$ cat config.mk
export PLATFORM = sky130hd
export DESIGN_NAME = mod_counter_updown
export DESIGN_NICKNAME = d
export VERILOG_FILES = /design/src/rtl/mod_counter_updown.sv
export SDC_FILE = /design/constraint.sdc
export NUM_CORES = 1
export LEC_CHECK = 0
export ABC_AREA = 1
export BUFFER_PORTS_ARGS = -buffer_cell sky130_fd_sc_hd__buf_4
export CORE_AREA = 8 8 45 47
export CTS_CLUSTER_DIAMETER = 40
export DETAILED_ROUTE_END_ITERATION = 6
export DIE_AREA = 0 0 53 55
export PLACE_DENSITY = 0.62
export SETUP_SLACK_MARGIN = 0.4
export SLEW_MARGIN = 0
export SYNTH_ARGS = -nofsm -noshare
export SYNTH_HDL_FRONTEND = slang
export SYNTH_SLANG_ARGS = --single-unit
$ cat constraint.sdc
create_clock -name clk -period 3 [get_ports clk]
set_input_delay 0 -clock clk [delete_from_list [all_inputs] [get_ports clk]]
set_output_delay 0 -clock clk [all_outputs]
set_load 0.02 [all_outputs]
$ cat src/rtl/mod_counter_updown.sv
`timescale 1ns/1ps
// ---------------------------------------------------------------------------
// mod_counter_updown
// Modulo-N up/down counter with synchronous parallel load, wrap or one-shot
// behaviour at the terminal value, and a combinational terminal-count output
// (tc) meant to drive the enable of the next stage in a cascade.
//
// Control priority on every rising edge: reset > load > enable > hold.
//
// Cascade handshake: tc is a single-cycle "step taken at terminal" strobe.
// It is high only in a cycle where this stage is enabled, running, not
// being loaded or reset, and sitting on the terminal value for the current
// direction. The next stage samples tc as its enable on the same edge that
// this stage wraps, so both stages move together.
// ---------------------------------------------------------------------------
module mod_counter_updown #(
   parameter int N = 10,
   parameter int A = 4
) (
   input  logic         clk,
   input  logic         reset,
   input  logic         enable,
   input  logic         up,
   input  logic         mode,
   input  logic         load,
   input  logic [A-1:0] load_value,
   output logic [A-1:0] counter,
   output logic         tc,
   output logic         wrap,
   output logic         done,
   output logic [0:0]   dbg_state_o
);

   // ------------------------------------------------------------------------
   // Elaboration-time parameter checks
   // ------------------------------------------------------------------------
   generate
      if (N < 2) begin : g_bad_modulus
         $error("mod_counter_updown: N must be at least 2");
      end
      if (A < $clog2(N)) begin : g_bad_width
         $error("mod_counter_updown: A is too narrow to hold N-1");
      end
   endgenerate

   // ------------------------------------------------------------------------
   // Constants
   // ------------------------------------------------------------------------
   // RUN counts; DONE freezes the counter until a load or reset.
   localparam logic [0:0] ST_RUN  = 1'b0;
   localparam logic [0:0] ST_DONE = 1'b1;

   // Largest legal count. N-1 always fits in A bits.
   localparam logic [A-1:0] MAX_VAL = A'(N - 1);

   // Modulus one bit wider so N == 2**A still compares correctly.
   localparam logic [A:0]   MOD_W   = (A + 1)'(N);

   // ------------------------------------------------------------------------
   // State
   // ------------------------------------------------------------------------
   logic [A-1:0] count_q, count_d;
   logic [0:0]   state_q, state_d;
   logic         wrap_q,  wrap_d;
   logic         done_q,  done_d;

   // ------------------------------------------------------------------------
   // Helper decodes
   // ------------------------------------------------------------------------
   logic         at_term;       // counter sits on terminal for current direction
   logic         step_ok;       // a counting step would be taken this edge
   logic [A-1:0] load_clamped;  // load_value limited to 0..N-1
   logic [A-1:0] count_inc;
   logic [A-1:0] count_dec;

   // Terminal detection, load clamping and the two step candidates.
   always_comb begin
      at_term      = up ? (count_q == MAX_VAL) : (count_q == '0);
      step_ok      = enable & (state_q == ST_RUN) & ~load & ~reset;
      load_clamped = ({1'b0, load_value} >= MOD_W) ? MAX_VAL : load_value;
      count_inc    = count_q + A'(1);
      count_dec    = count_q - A'(1);
   end

   // Next-state logic: load first, then counting, otherwise hold.
   always_comb begin
      count_d = count_q;
      state_d = state_q;
      wrap_d  = 1'b0;
      done_d  = done_q;

      if (load) begin
         // Load overrides any step, even one at terminal: no wrap, no done.
         count_d = load_clamped;
         state_d = ST_RUN;
         done_d  = 1'b0;
      end else if (enable && (state_q == ST_RUN)) begin
         if (!at_term) begin
            count_d = up ? count_inc : count_dec;
         end else if (!mode) begin
            // Free-running: jump to the opposite end and flag the wrap.
            count_d = up ? '0 : MAX_VAL;
            wrap_d  = 1'b1;
         end else begin
            // One-shot: hold on the terminal value and park in DONE.
            state_d = ST_DONE;
            done_d  = 1'b1;
         end
      end
      // In DONE, or with enable low, everything except wrap holds.
   end

   // State registers with synchronous active-high reset.
   always_ff @(posedge clk) begin
      if (reset) begin
         count_q <= '0;
         state_q <= ST_RUN;
         wrap_q  <= 1'b0;
         done_q  <= 1'b0;
      end else begin
         count_q <= count_d;
         state_q <= state_d;
         wrap_q  <= wrap_d;
         done_q  <= done_d;
      end
   end

   // ------------------------------------------------------------------------
   // Outputs
   // ------------------------------------------------------------------------
   // tc is combinational so a downstream stage steps on the same edge.
   assign tc          = step_ok & at_term;
   assign counter     = count_q;
   assign wrap        = wrap_q;
   assign done        = done_q;
   assign dbg_state_o = state_q;

   // ------------------------------------------------------------------------
   // Embedded properties
   // ------------------------------------------------------------------------
`ifndef SYNTHESIS
   // The count never leaves 0..N-1.
   a_in_range : assert property (@(posedge clk) disable iff (reset)
      ({1'b0, counter} < MOD_W));

   // done mirrors the DONE state.
   a_done_state : assert property (@(posedge clk) disable iff (reset)
      (done == (state_q == ST_DONE)));

   // A load never produces a wrap pulse.
   a_load_no_wrap : assert property (@(posedge clk)
      (load |=> !wrap));
`endif

endmodule

==> results of run 1 <==
[cell usage after synthesis (2+ instances only)]
library cell	number	area, um2
inv_1	8	30.0
a21oi_1	6	30.0
nor2_1	5	18.8
nand3_1	7	35.0
nand2_2	2	12.5
ha_1	2	25.0
nand2_1	22	82.6
dfxtp_1	6	120
[placed cells by master (no fill, tap or decap)]
cell	n
nor3_1	1
nand3_1	7
a22oi_1	1
nor2_1	5
nand2_4	1
clkbuf_4	3
nand2_1	22
dfxtp_1	6
dlygate4sd3_1	2
nor4_1	1
xor2_1	1
nand2_2	2
nor2_2	1
buf_4	17
ha_1	2
a21oi_1	6
o21ai_0	1
fa_1	1
or2_2	1
nand4_1	1
nand3_2	1
inv_1	8
inv_2	1
[logic make-up after synthesis]
group | share of synthesized area
and+or+nand+nor | 0.437
buffers and inverters | 0.0902
AOI/OAI and AO/OA | 0.0929
DFF | 0.262
adders and majority gates | 0.0984
xor gates and xnor gates | 0.0191
[worst max-delay path: cells and delay by family, from the launching register on]
| kind | cells | cell delay [ps] |
|---|---|---|
| flip-flops | 1 | 360 |
| AND/OR/NAND/NOR | 3 | 640 |
| buffers and inverters | 1 | 170 |
[where the power goes]
| part | internal, mW | switching (mW) | leakage (nW) | total (mW) |
|---|---|---|---|---|
| sequential | 0.0864 | 0.00961 | 0.0492 | 0.0960 |
| clock | 0.0451 | 0.0274 | 0.0138 | 0.0726 |
| combinational | 0.0413 | 0.0533 | 0.272 | 0.0946 |
[layer usage]
metal	vias up	GRT usage	routed length [um]
met3	2	0.0187	58
met4	0	0.0388	8
met5	-	0	0
li1	270	-	-
met2	8	0.164	609
met1	222	0.0869	489
[layout make-up]
class                      count  area (um2)
tap                           16        20.0
clock buffer                   3        22.5
inverter                       9        33.8
sequential                     6         120
timing repair buffer          19         148
fill                         150         743
multi-input combinational     55         297
[worst paths after layout]
kind / slack [ps] / endpoint / from
setup / recovery: 1590 / tc / counter[1]$_SDFFE_PP0P_
hold reg to reg: 490 / done$_SDFFE_PP0P_ / done$_SDFFE_PP0P_
hold / removal: 50 / done$_SDFFE_PP0P_ / enable
setup reg to reg: 1660 / counter[2]$_SDFFE_PP0P_ / counter[0]$_SDFFE_PP0P_
[state kept, by name (all words and copies together), names as in the netlist]
signal	count
counter	4
done	1
wrap	1
==> results.yml, run 1 <==
placement:
  place_inst: 103
  place_area_um2: 598
  place_hpwl_um: 971
  gp_congestion: 0.733
  dpl_worst_slack_ps: 1660
  io_buffers: 17
timing:
  slew-limit-headroom: 0.759
  setup_viol: 0
  rsz0062_at_grt: "no"
  setup_slack_ps: 1590
  min_period_ps: 1410
  fin_crit_sh: 0.470
  finClkSkew_ps: 0.433
  fmax_mhz: 710
  max_slew.worst_pin.slew_ps: 360
  drv_slew: 0
  fin_setup_tns_ps: 0
  hold_slack_ps: 50.7
  hold_violations: 0
power_and_ir_drop:
  total_power_uw: 263
  p_leak_nw: 0.335
  powerDensity_nw_per_um2: 411
  ir_drop_mv: 0.179
flow_run:
  maxCapViolations: 0
setup_path:
  cp_cell_sequence: "nor2_1, nand2_2, nor3_1, buf_4"
  cp-end-kind: "primary output"
  required_ps: 3000
  criticalPathCategory: "flip-flop to primary output"
  critical_path.startpoint_type: "flip-flop"
  cp_slowest_cell: "dfxtp_1"
  arrival_ps: 1410
  crit_fanout: 5
  slowest_delay_ps: 360
  ff2ff_path_depth: 6
finish:
  final_core_util: 0.463
  area_delta_synth_final_pct: 39.9
  diodes: 0
  stdcell_count: 108
  layout.nets: 107
  layout-drive-gt1-share: 0.293
  fin_area_um2: 641
route:
  routedWlPerCell_um: 10.8
  dr.pass1.iters: 2
  wl_mm: 1.17
  drc: 0
  vias: 502
  drtIter0Drc: 6
  avgViaCountPerCell: 4.65
  ant_nets: 0
global_route:
  grt_first_pass_wirelength_mm: 1.91
  grt_overflow_total: 0
  grt_max_degree: 8
  grt_pass1_vias: 471
  antenna_found_initial: 0
  grt_usage: 0.0859
floorplan:
  dieArea_um2: 2920
  io_pins: 18
  num_rows: 14
  dieHeight_um: 55
  fp.dieW_um: 53
  initial_core_util: 0.331
  core_area_um2: 1380
clock_network:
  cts-root-buf: "clkbuf_4"
  clockBufferDepth: 2
  clock_latency_ps: 240
  post_cts_buffers: 0
  numCtsBuffers: 3
  clock-sinks: 6
  cts_tree: "built"
  cts_resized: 0
  htreeDepth: 1
  holdBufCountCts: 2
  clkTransAtPathRegs_ps: 40
yosys:
  synth.distinct_cells: 21
  synth_area_um2: 458
  synth-edff-count: 0
  ys.flop_type: "dfxtp_1"
  ys_ff_latch: 6
  synth-async-reset-ratio: 0
  syn_nets: 84
  ys_warn_count: 0
  synth_cells: 71
  synth.avg_cell_area_um2: 6.45
  ys_seq_area_frac: 0.262
run_status:
  outcome: "completed"
hold_path:
  hp-class: "input pin to flip-flop"
  hold_depth: 3
Note: power is estimated with default switching activity, not from simulation.
==> run 2: changes to the inputs <==
- PLACE_DENSITY: 0.62 -> 0.64
- clock period: 3 -> 1.2 ns (I/O delays scaled with it)
==> results.yml, run 2 (same netlist as run 1, synthesis figures left out) <==
finish:
  final_core_util: 0.610
  diodes: 0
  area_delta_synth_final_pct: 84.4
  final_cell_mix: "22 x buf_4, 21 x nand2_1, 8 x inv_1, 8 x buf_6"
  largest_register_ffs: 4
  layout_commonest_cell: "buf_4"
  layout-drive-gt1-share: 0.519
  stdcell_count: 120
  fin_area_um2: 845
  layout.nets: 118
power_and_ir_drop:
  total_power_uw: 827
  ir_drop_mv: 0.481
  switching_share: 0.352
  clkPwrFrac: 0.244
  p_leak_nw: 0.418
  power_switching_uw: 291
  p_seq_frac: 0.295
  internal_power_uw: 536
  comb_power_share: 0.461
  powerDensity_nw_per_um2: 979
timing:
  slew-limit-headroom: 0.852
  hold_violations: 5
  fin_setup_tns_ps: -160
  setup_viol: 4
  finClkSkew_ps: 7.20
  setup_slack_ps: -63.4
  drv_slew: 0
  max_slew.worst_pin.slew_ps: 221
  rsz0062_at_grt: "yes"
  hold_slack_ps: -53.3
  min_period_ps: 1260
  fin_crit_sh: 1.05
  fmax_mhz: 792
placement:
  place_area_um2: 687
  gp_congestion: 0.754
  place_hpwl_mm: 1.07
  io_buffers: 17
  place_inst: 109
global_route:
  grt_usage: 0.0952
  antenna_found_initial: 0
  grt_max_degree: 8
  grt_first_pass_wirelength_mm: 2.14
  grt_overflow_total: 0
  grt_pass1_vias: 519
setup_path:
  required_ps: 1370
  critical_path_buf_inv_count: 0
  cp-end-kind: "flip-flop"
  ff2ff_path_depth: 5
  slowest_delay_ps: 520
  critical_path.startpoint_type: "flip-flop"
  worst_path_most_repeated_cell: "nand2_1"
  cp.depth: 5
  arrival_ps: 1440
  cp_slowest_cell: "fa_2"
  criticalPathCategory: "flip-flop to flip-flop"
  cp_top_family: "adder cells"
  crit_fanout: 5
  cp_cell_sequence: "fa_2, nand3_1, nand2_1, nand2_1, a21oi_1"
clock_network:
  numCtsBuffers: 3
  cts-root-buf: "clkbuf_4"
  cts_tree: "built"
  clock-sinks: 6
  clockBufferDepth: 2
  clock_latency_ps: 240
  htreeDepth: 1
  clkTransAtPathRegs_ps: 50
route:
  routedWlPerCell_um: 12.4
  avgViaCountPerCell: 4.79
  vias: 575
  ant_nets: 0
  drtIter0Drc: 7
  wl_mm: 1.49
  dr.pass1.iters: 2
  drc: 0
floorplan:
  dieArea_um2: 2920
  num_rows: 14
  core_area_um2: 1380
  fp.dieW_um: 53
  dieHeight_um: 55
  initial_core_util: 0.331
  io_pins: 18
flow_run:
  maxCapViolations: 0
run_status:
  outcome: "finished with violations"
  violations: "negative hold slack, negative setup slack"
hold_path:
  hold_depth: 2
  hp-class: "input pin to flip-flop"
-- run 2: cell types whose count changed in the layout (fill, tap and decap cells not counted), moves of 4 or more --
cell | before | now
buf_4 | 17 | 22
buf_6 | 0 | 8
dfxtp_1 | 6 | 1
dfxtp_4 | 0 | 4
-- run 2: final cells by class --
| class | instances | area, um2 |
|---|---|---|
| multi-input cells | 55 | 373 |
| inverters | 9 | 33.8 |
| clock buffers | 4 | 26.3 |
| repair buffers | 30 | 255 |
| fillers | 126 | 539 |
| well taps | 16 | 20.0 |
| flip-flops and latches | 6 | 136 |
-- run 2: metrics by stage --
stage,hold WS (ps),worst slack [ps]
6_report,-53.3,-63.4
3_5_place_dp,194,-43.4
3_3_place_gp,190,-50.2
5_1_grt,-55.4,-138
4_1_cts,-63.6,-54.5
2_1_floorplan,59.4,-13.5
-- run 2: worst paths after layout --
check | start | end | slack, ps
max | counter[0]$_SDFFE_PP0P_ | counter[1]$_SDFFE_PP0P_ | -60
min | reset | counter[3]$_SDFFE_PP0P_ | -50
max reg2reg | counter[0]$_SDFFE_PP0P_ | counter[1]$_SDFFE_PP0P_ | -60
min reg2reg | done$_SDFFE_PP0P_ | done$_SDFFE_PP0P_ | 490
-- run 2: metal layers --
layer | part of all wire | GRT usage | vias up
li1 | - | - | 295
met1 | 0.40 | 0.117 | 270
met2 | 0.56 | 0.164 | 8
met3 | 0.027 | 0.0107 | 2
met4 | 0.011 | 0.0388 | 0
met5 | 0 | 0 | -
-- run 2: worst reg2reg max path, cell delays in order, from the launching register on --
cell,delay (ps)
dfxtp_4,360
fa_2,520
nand3_1,90
nand2_1,80
nand2_1,40
a21oi_1,100
-- run 2: what timing repair did --
item,in CTS,in global routing
setup buffers,4,3
hold endpoints to repair,5,5
gates resized for setup,13,5
pin swaps,6,4
setup endpoints to repair,10,11
-- run 2: power groups by stage --
stage / Sequential [mW] / Clock (mW) / Combinational, mW
2_1_floorplan: 0.261 / 0 / 0.151
3_3_place_gp: 0.245 / 0 / 0.281
3_5_place_dp: 0.246 / 0 / 0.284
4_1_cts: 0.242 / 0.211 / 0.348
5_1_grt: 0.246 / 0.221 / 0.415
6_report: 0.244 / 0.202 / 0.381
